<file path="src/rtl/counter_pkg.sv">
// Shared definitions for the counter/timer family: FSM state encoding and default widths.
package counter_pkg;

    localparam int unsigned CNT_W_DEF = 7;

    typedef logic [1:0] state_t;

    localparam state_t ST_IDLE  = 2'd0;
    localparam state_t ST_RUN   = 2'd1;
    localparam state_t ST_PAUSE = 2'd2;
    localparam state_t ST_DONE  = 2'd3;

    function automatic logic is_busy(input state_t s);
        return (s == ST_RUN) || (s == ST_PAUSE);
    endfunction

endpackage

</file>
<file path="src/rtl/tick_prescaler.sv">
// Divides enabled cycles by DIV: o_tick fires on every DIV-th cycle that i_en is high.
module tick_prescaler #(
    parameter int unsigned DIV = 1
) (
    input  logic clk,
    input  logic reset_n,
    input  logic i_en,
    input  logic i_clr,
    output logic o_tick
);

    generate
        if (DIV <= 1) begin : g_passthru
            // No phase to hold: every enabled cycle is a tick.
            logic unused_ok;
            assign unused_ok = ^{clk, reset_n, i_clr};
            assign o_tick    = i_en;
        end else begin : g_div
            localparam int unsigned PW = $clog2(DIV);

            logic [PW-1:0] phase_q;
            logic [PW-1:0] phase_d;

            assign o_tick = i_en && (phase_q == PW'(DIV - 1));

            always_comb begin
                phase_d = phase_q;
                if (i_clr) begin
                    phase_d = '0;
                end else if (i_en) begin
                    phase_d = o_tick ? '0 : phase_q + PW'(1);
                end
            end

            always_ff @(posedge clk or negedge reset_n) begin
                if (!reset_n) begin
                    phase_q <= '0;
                end else begin
                    phase_q <= phase_d;
                end
            end
        end
    endgenerate

endmodule

</file>
<file path="src/rtl/countdown_timer.sv">
// Loadable down-counter: valid/ready load, prescaled decrement, pause/abort, optional auto-reload.
module countdown_timer
    import counter_pkg::*;
#(
    parameter int unsigned CNT_W       = CNT_W_DEF,
    parameter int unsigned DIV         = 1,
    parameter int unsigned AUTO_RELOAD = 0
) (
    input  logic             clk,
    input  logic             reset_n,
    input  logic             i_load_valid,
    input  logic [CNT_W-1:0] i_load_val,
    output logic             o_load_ready,
    input  logic             i_pause,
    input  logic             i_abort,
    output logic [CNT_W-1:0] o_cnt,
    output logic             o_busy,
    output logic             o_done,
    output logic [1:0]       o_state
);

    state_t           state_q, state_d;
    logic [CNT_W-1:0] cnt_q, cnt_d;
    logic [CNT_W-1:0] reload_q, reload_d;
    logic             busy_q, busy_d;
    logic             done_q, done_d;

    logic accept;
    logic presc_en;
    logic presc_clr;
    logic tick;

    assign o_load_ready = (state_q == ST_IDLE) && !i_abort;
    assign accept       = i_load_valid && o_load_ready;

    // PAUSE with pause released counts as a live cycle, so a pause costs exactly its length.
    assign presc_en = is_busy(state_q) && !i_abort && !i_pause;

    tick_prescaler #(
        .DIV(DIV)
    ) u_presc (
        .clk    (clk),
        .reset_n(reset_n),
        .i_en   (presc_en),
        .i_clr  (presc_clr),
        .o_tick (tick)
    );

    always_comb begin
        state_d   = state_q;
        cnt_d     = cnt_q;
        reload_d  = reload_q;
        presc_clr = 1'b0;

        case (state_q)
            ST_IDLE: begin
                if (accept) begin
                    reload_d  = i_load_val;
                    presc_clr = 1'b1;
                    cnt_d     = i_load_val;
                    state_d   = (i_load_val != '0) ? ST_RUN : ST_DONE;
                end
            end

            ST_RUN, ST_PAUSE: begin
                if (i_abort) begin
                    state_d = ST_IDLE;
                    cnt_d   = '0;
                end else if (i_pause) begin
                    state_d = ST_PAUSE;
                end else begin
                    state_d = ST_RUN;
                    if (tick && (cnt_q != '0)) begin
                        cnt_d = cnt_q - CNT_W'(1);
                        if (cnt_q == CNT_W'(1)) begin
                            state_d = ST_DONE;
                        end
                    end
                end
            end

            ST_DONE: begin
                cnt_d   = '0;
                state_d = ST_IDLE;
                if (!i_abort && (AUTO_RELOAD != 0) && (reload_q != '0)) begin
                    state_d   = ST_RUN;
                    cnt_d     = reload_q;
                    presc_clr = 1'b1;
                end
            end

            default: begin
                state_d = ST_IDLE;
                cnt_d   = '0;
            end
        endcase

        busy_d = is_busy(state_d);
        done_d = (state_d == ST_DONE);
    end

    always_ff @(posedge clk or negedge reset_n) begin
        if (!reset_n) begin
            state_q  <= ST_IDLE;
            cnt_q    <= '0;
            reload_q <= '0;
            busy_q   <= 1'b0;
            done_q   <= 1'b0;
        end else begin
            state_q  <= state_d;
            cnt_q    <= cnt_d;
            reload_q <= reload_d;
            busy_q   <= busy_d;
            done_q   <= done_d;
        end
    end

    assign o_cnt   = cnt_q;
    assign o_busy  = busy_q;
    assign o_done  = done_q;
    assign o_state = state_q;

endmodule

</file>
<file path="config.mk">
export PLATFORM = sky130hd
export DESIGN_NAME = countdown_timer
export DESIGN_NICKNAME = d
export VERILOG_FILES = /design/src/rtl/counter_pkg.sv /design/src/rtl/tick_prescaler.sv /design/src/rtl/countdown_timer.sv
export SDC_FILE = /design/constraint.sdc
export NUM_CORES = 1
export LEC_CHECK = 0
export BUFFER_PORTS_ARGS = -buffer_cell sky130_fd_sc_hd__buf_2
export CAP_MARGIN = 10
export CELL_PAD_IN_SITES_DETAIL_PLACEMENT = 0
export CELL_PAD_IN_SITES_GLOBAL_PLACEMENT = 2
export CORE_MARGIN = 2
export CORE_UTILIZATION = 30
export CTS_BUF_LIST = sky130_fd_sc_hd__clkbuf_4 sky130_fd_sc_hd__clkbuf_8 sky130_fd_sc_hd__clkbuf_16
export CTS_CLUSTER_DIAMETER = 40
export CTS_CLUSTER_SIZE = 28
export DETAILED_ROUTE_END_ITERATION = 6
export MAX_ROUTING_LAYER = met4
export PLACE_DENSITY_LB_ADDON = 0.1
export SLEW_MARGIN = 20
export SYNTH_ARGS = -nofsm -noshare
export SYNTH_HDL_FRONTEND = slang
export SYNTH_HIERARCHICAL = 1
export SYNTH_SLANG_ARGS = --single-unit
</file>
<file path="constraint.sdc">
create_clock -name clk -period 2.53 [get_ports clk]
set_input_delay 0.506 -clock clk [delete_from_list [all_inputs] [get_ports clk]]
set_output_delay 0.506 -clock clk [all_outputs]
set_load 0.01 [all_outputs]
</file>
After elaboration in Yosys (flattened, before gate mapping)
Cells that the tools add are included.

Register bits: 11. Input port bits: 12. Output and inout bits: 12.

Add/subtract/negate cells: 1. Equality and inequality tests: 10. Multiplexer cells: 12. Reductions and logical operators: 14.

Operators with widths (count): 2-to-1 mux 7 bit (4); one-hot mux 7 bit (3 select lines) (1); nonzero test 7 bit (2); 2-to-1 mux 2 bit (6); equality test 2 bit (second input constant) (4); equality test 7 x 1 -> 1 bit (second input constant) (1); subtractor 7 x 1 -> 7 bit (second input constant) (1); != test 3 bit (second input constant) (2); one-hot mux 2 bit (3 select lines) (1); logical AND 1 bit (5); equality test 2 x 1 -> 1 bit (second input constant) (2); AND reduction 3 bit (1); zero test 1 bit (2); zero test 2 bit (1); logical OR 1 bit (2); != test 2 bit (second input constant) (1); OR reduction 2 bit (1).

Logic depth before layout (Yosys ltp)
Depth in word-level cells: 11. Gate-level depth with buffers: 9. Mapped depth without buffers: 8.

Cells and area by module
The synthesis kept the hierarchy.

Modules (own cells, without submodules): countdown_timer (instances 1, cells an instance 77, area each 794.5 µm², seq. area each 275.3 µm²); tick_prescaler (instances 1, cells an instance 1, area each 7.5 µm², seq. area each 0.0 µm²).

Worst setup path after synthesis
Ideal clock, no wire load.

Path kind: reg2reg. From: register state_q[0] (netlist: o_state[0]). To: register busy_q (netlist: o_busy). Data arrival time: 1763 ps. Required time: 2404 ps. Slack: 641 ps. Cell stages (with the launch flop): 9. Path buffers: 1. Period minus slack after synthesis: 1889 ps. Cells stage by stage: dfrtp_1 > inv_1 > ha_1 > and2b_4 > nor2b_1 > buf_4 > a41oi_1 > o22ai_1 > ha_1.

Longest elaborated chain between the ends: 11. Elaborated cells on any way between the ends: 19. Classes of those cells: eq/ne (5); mux (5); reduce/logical (9).

RTL lines: from (decl) (line countdown_timer.sv:22) `state_t state_q, state_d;`; from (signal assigned) (line countdown_timer.sv:110) `state_q <= state_d;`; equality test 2 x 1 -> 1 bit or equality test 2 bit (tied branches) (line counter_pkg.sv:14) `return (s == ST_RUN) || (s == ST_PAUSE);`; logical OR 1 bit (*) (line counter_pkg.sv:14); logical AND 1 bit (*) (2 in a row) (line countdown_timer.sv:37) `assign presc_en = is_busy(state_q) && !i_abort && !i_pause;`; via presc_en (line countdown_timer.sv:29) `logic presc_en;`; logical AND 1 bit (*) (line countdown_timer.sv:73) `if (tick && (cnt_q != '0)) begin`; 2-to-1 mux 2 bit (*) (line countdown_timer.sv:73); 2-to-1 mux 2 bit (*) (line countdown_timer.sv:69) `end else if (i_pause) begin`; 2-to-1 mux 2 bit (*) (line countdown_timer.sv:66) `if (i_abort) begin`; one-hot mux 2 bit (3 select lines) (*) (line countdown_timer.sv:55) `case (state_q)`; equality test 2 x 1 -> 1 bit or equality test 2 bit (tied branches) (line counter_pkg.sv:14); logical OR 1 bit (*) (line counter_pkg.sv:14); via busy_d (line countdown_timer.sv:25) `logic busy_q, busy_d;`; to (signal assigned) (line countdown_timer.sv:113) `busy_q <= busy_d;`; to (decl) (line countdown_timer.sv:25).

The timed path passes the listed nets; every way through them passes the cells marked *. A chain may end at the register's enable or synchronous reset.

Final worst setup path
From: register state_q[0] (netlist: o_state[0]). To: register cnt_q[6] (netlist: o_cnt[6]).

Longest elaborated chain between the ends: 7. Elaborated cells on any way between the ends: 16. Classes of those cells: eq/ne (6); mux (1); reduce/logical (9).

RTL lines: equality test 2 x 1 -> 1 bit or equality test 2 bit (tied branches) (line counter_pkg.sv:14); logical OR 1 bit (*) (line counter_pkg.sv:14); logical AND 1 bit (*) (2 in a row) (line countdown_timer.sv:37); via presc_en (line countdown_timer.sv:29); logical AND 1 bit (*) (line countdown_timer.sv:73); != test 3 bit (no source line) (*); AND reduction 3 bit (no source line) (*); to (signal assigned) (line countdown_timer.sv:111) `cnt_q <= cnt_d;`; to (decl) (line countdown_timer.sv:23) `logic [CNT_W-1:0] cnt_q, cnt_d;`.

Marked as above.

==> flow_summary.yaml <==
run_status:
  status: "completed"
route:
  via_per_inst: 5.189
  first_iter_violations: 8
  routed_wirelength_um: 1909
  drtPass1Iterations: 4
  drc: 0
  via_count: 685
  wl_per_cell_um: 14.46
  ant_nets: 0
critical_path:
  rrSetupSlack_ns: 0.60
  worstPathMaxFanout: 5
  cp-end-kind: "flip-flop"
  crit_family: "simple AND/OR/NAND/NOR gates"
  cpPeakStageDelay_ns: 0.36
  worst-path-buf-inv: 1
  cp.required_ns: 2.68
  arrival_ns: 2.08
  r2r-end: "o_cnt[6]$_DFFE_PN0P_"
  slowest_stage: "dfrtp_1"
  rr_startpoint: "o_state[0]$_DFF_PN0_"
  path_cells: "inv_1 > ha_1 > and2b_4 > nor2b_1 > nand2b_1 > a22oi_4 > o21ai_0 > o2bb2ai_2"
  crit_type: "reg -> reg"
  rr_worst_depth: 8
  cp-start-kind: "flip-flop"
floorplan:
  row_count: 18
  die_w_um: 55.71
  io_pins: 24
  die_area_um2: 3103
  die_y_um: 55.71
  core_area_um2: 2500
  initial_core_util_pct: 32.08
min_path:
  holdCritPathClass: "in -> async"
cts:
  postCtsHoldBufs: 0
  post_cts_resized: 0
  htreeDepth: 1
  numCtsBuffers: 3
  clkTransAtPathRegs_ns: 0.07
  clk_latency_ns: 0.27
  cts.sinks: 11
  cts_tree: "yes"
  root_buffer: "clkbuf_4"
  clk_path_buf_depth: 2
  cts_setup_buffers: 0
placed_design:
  io_buffers: 23
  gp_congestion: 0.7393
  dp_cells: 128
  place_hpwl_um: 1525
synth:
  synth_top_area_share_pct: 34.32
  synth_nets: 95
  synth.most_common_cell: "dfrtp_1"
  async_flop_share_pct: 100.0
  syn_area_per_cell_um2: 10.28
  ys_seq_area_share_pct: 34.32
  synth_compound_area_share_pct: 23.87
  syn_inst: 78
  synth_cell_type_count: 37
  synth_top_family_by_area: "simple AND/OR/NAND/NOR gates"
  synth_common_cells: "11 x dfrtp_1, 7 x inv_1, 6 x nor2_1, 5 x ha_1, 4 x a22oi_1"
  synth_edf_count: 0
  synth-simple-area-share_pct: 25.27
  ys.flop_type: "dfrtp_1"
  synthMuxAreaShare_pct: 2.496
  yosys_warnings: 6
  yosys.area.top_type: "dfrtp_1"
  synthXorXnorAreaFrac_pct: 0
  synth_fa_ha_area_share_pct: 7.800
  syn_area_um2: 802.0
  synth_seq_cells: 11
  synth.area.top_cells: "dfrtp_1 34%, ha_1 7.8%, a22oi_1 3.7%"
finish:
  fillCellCount: 270
  nNetsFinal: 120
  multi_input_area_um2: 476.7
  instances_no_fill: 132
  antenna_cells: 0
  layout-area-overhead-vs-synth_pct: 19.81
  final-seq-area_um2: 275.3
  layout-drive-gt1-share_pct: 37.25
grt:
  grt_max_degree: 14
  grt_pass1_vias: 681
  grt-ovfl-total: 0
  grt_use_total_pct: 13.62
  grt_pass1_wl_um: 3194
  antenna_found_initial: 0
job:
  cap_viol_max_count: 0
sta:
  maxSlewViolCount: 0
  tns_ns: 0
  slew_headroom_pct: 64.54
  fmax_mhz: 519.4
  whs_ns: 0.09881
  setup_viol: 0
  rsz0062_at_grt: "false"
  fin_crit_ns: 1.925
  fin_skew_ns: 0.004875
  fin_crit_sh_pct: 76.10
  final-hold-violation-count: 0
  worst_pin_slew_ns: 0.5278
power_and_ir_drop:
  p_per_area_nw_per_um2: 1320
  power.total_mw: 1.268
  irDropWorstVdd_v: 0.0004809
  leakagePower_nw: 0.4440
area by class of cell:
cell class	instances	area share (%)
multi-input combinational	57	49.61
sequential	11	28.65
timing repair buffer	23	11.98
tap	30	3.906
clock buffer	4	3.125
inverter	7	2.734
registers in the layout, summed over array words and instances, names as in the netlist:
name,count
o_busy,1
o_done,1
o_cnt,7
o_state,2
worst max-delay path by stage:
stage / start / endpoint / slack, ns / cells past startpoint
2_1_floorplan: o_state[0]$_DFF_PN0_ / o_busy$_DFF_PN0_ / 0.64 / 8
6_report: o_state[0]$_DFF_PN0_ / o_cnt[6]$_DFFE_PN0P_ / 0.60 / 8
5_1_grt: o_state[0]$_DFF_PN0_ / o_cnt[3]$_DFFE_PN0P_ / 0.45 / 8
3_5_place_dp: i_abort / o_cnt[6]$_DFFE_PN0P_ / 0.60 / 7
4_1_cts: o_state[0]$_DFF_PN0_ / o_cnt[6]$_DFFE_PN0P_ / 0.60 / 8
3_3_place_gp: i_abort / o_cnt[6]$_DFFE_PN0P_ / 0.54 / 7
placed cells by master (no fill, tap or decap), types with 2 or more instances in the layout:
master and n:
buf_2 23, dfrtp_1 11, inv_1 7, nor2_1 6, ha_1 5, a22oi_1 4, clkbuf_4 4, a21oi_1 3
nor3_1 3, o22ai_1 3, o2bb2ai_1 3, nor4_1 2, o21ai_0 2, nand3_1 2, a32oi_1 2, mux2i_1 2
metal layers:
| layer | wire length, um | global-route usage (%) | vias to the layer above |
|---|---|---|---|
| met3 | 129 | 3.953 | 4 |
| met1 | 932 | 17.45 | 319 |
| li1 | - | - | 342 |
| met4 | 21 | 5.226 | 0 |
| met5 | 0 | - | - |
| met2 | 825 | 20.24 | 20 |
kinds of logic after synthesis:
kind of cell             Yosys count
AO/OA/AOI/OAI                     24
buffers and inverters             10
AND/OR/NAND/NOR                   26
adder cells (fa/ha/maj)            5
multiplexers                       2
flip-flops                        11
stage by stage:
step           util [%]  setup WS, ns  area (um^2)
4_1_cts           38.44        0.5959        960.9
5_1_grt           38.44        0.4521        960.9
3_5_place_dp      37.24        0.5973        930.9
6_report          38.44        0.6046        960.9
2_1_floorplan         -        0.6412        802.0
3_3_place_gp      37.24        0.5425        930.9
report_power, final:
part / switching [mW] / leakage (nW) / total (mW) / internal [mW]
Sequential: 0.0794 / 0.141 / 0.334 / 0.255
Clock: 0.0593 / 0.0184 / 0.131 / 0.0718
Combinational: 0.462 / 0.285 / 0.803 / 0.341
worst register-to-register path, cell delays in order, from the launching register on:
cell	delay [ns]
dfrtp_1	0.36
inv_1	0.06
ha_1	0.30
and2b_4	0.20
nor2b_1	0.23
nand2b_1	0.13
a22oi_4	0.23
o21ai_0	0.15
o2bb2ai_2	0.14
Power figures use the tool's default switching activity.
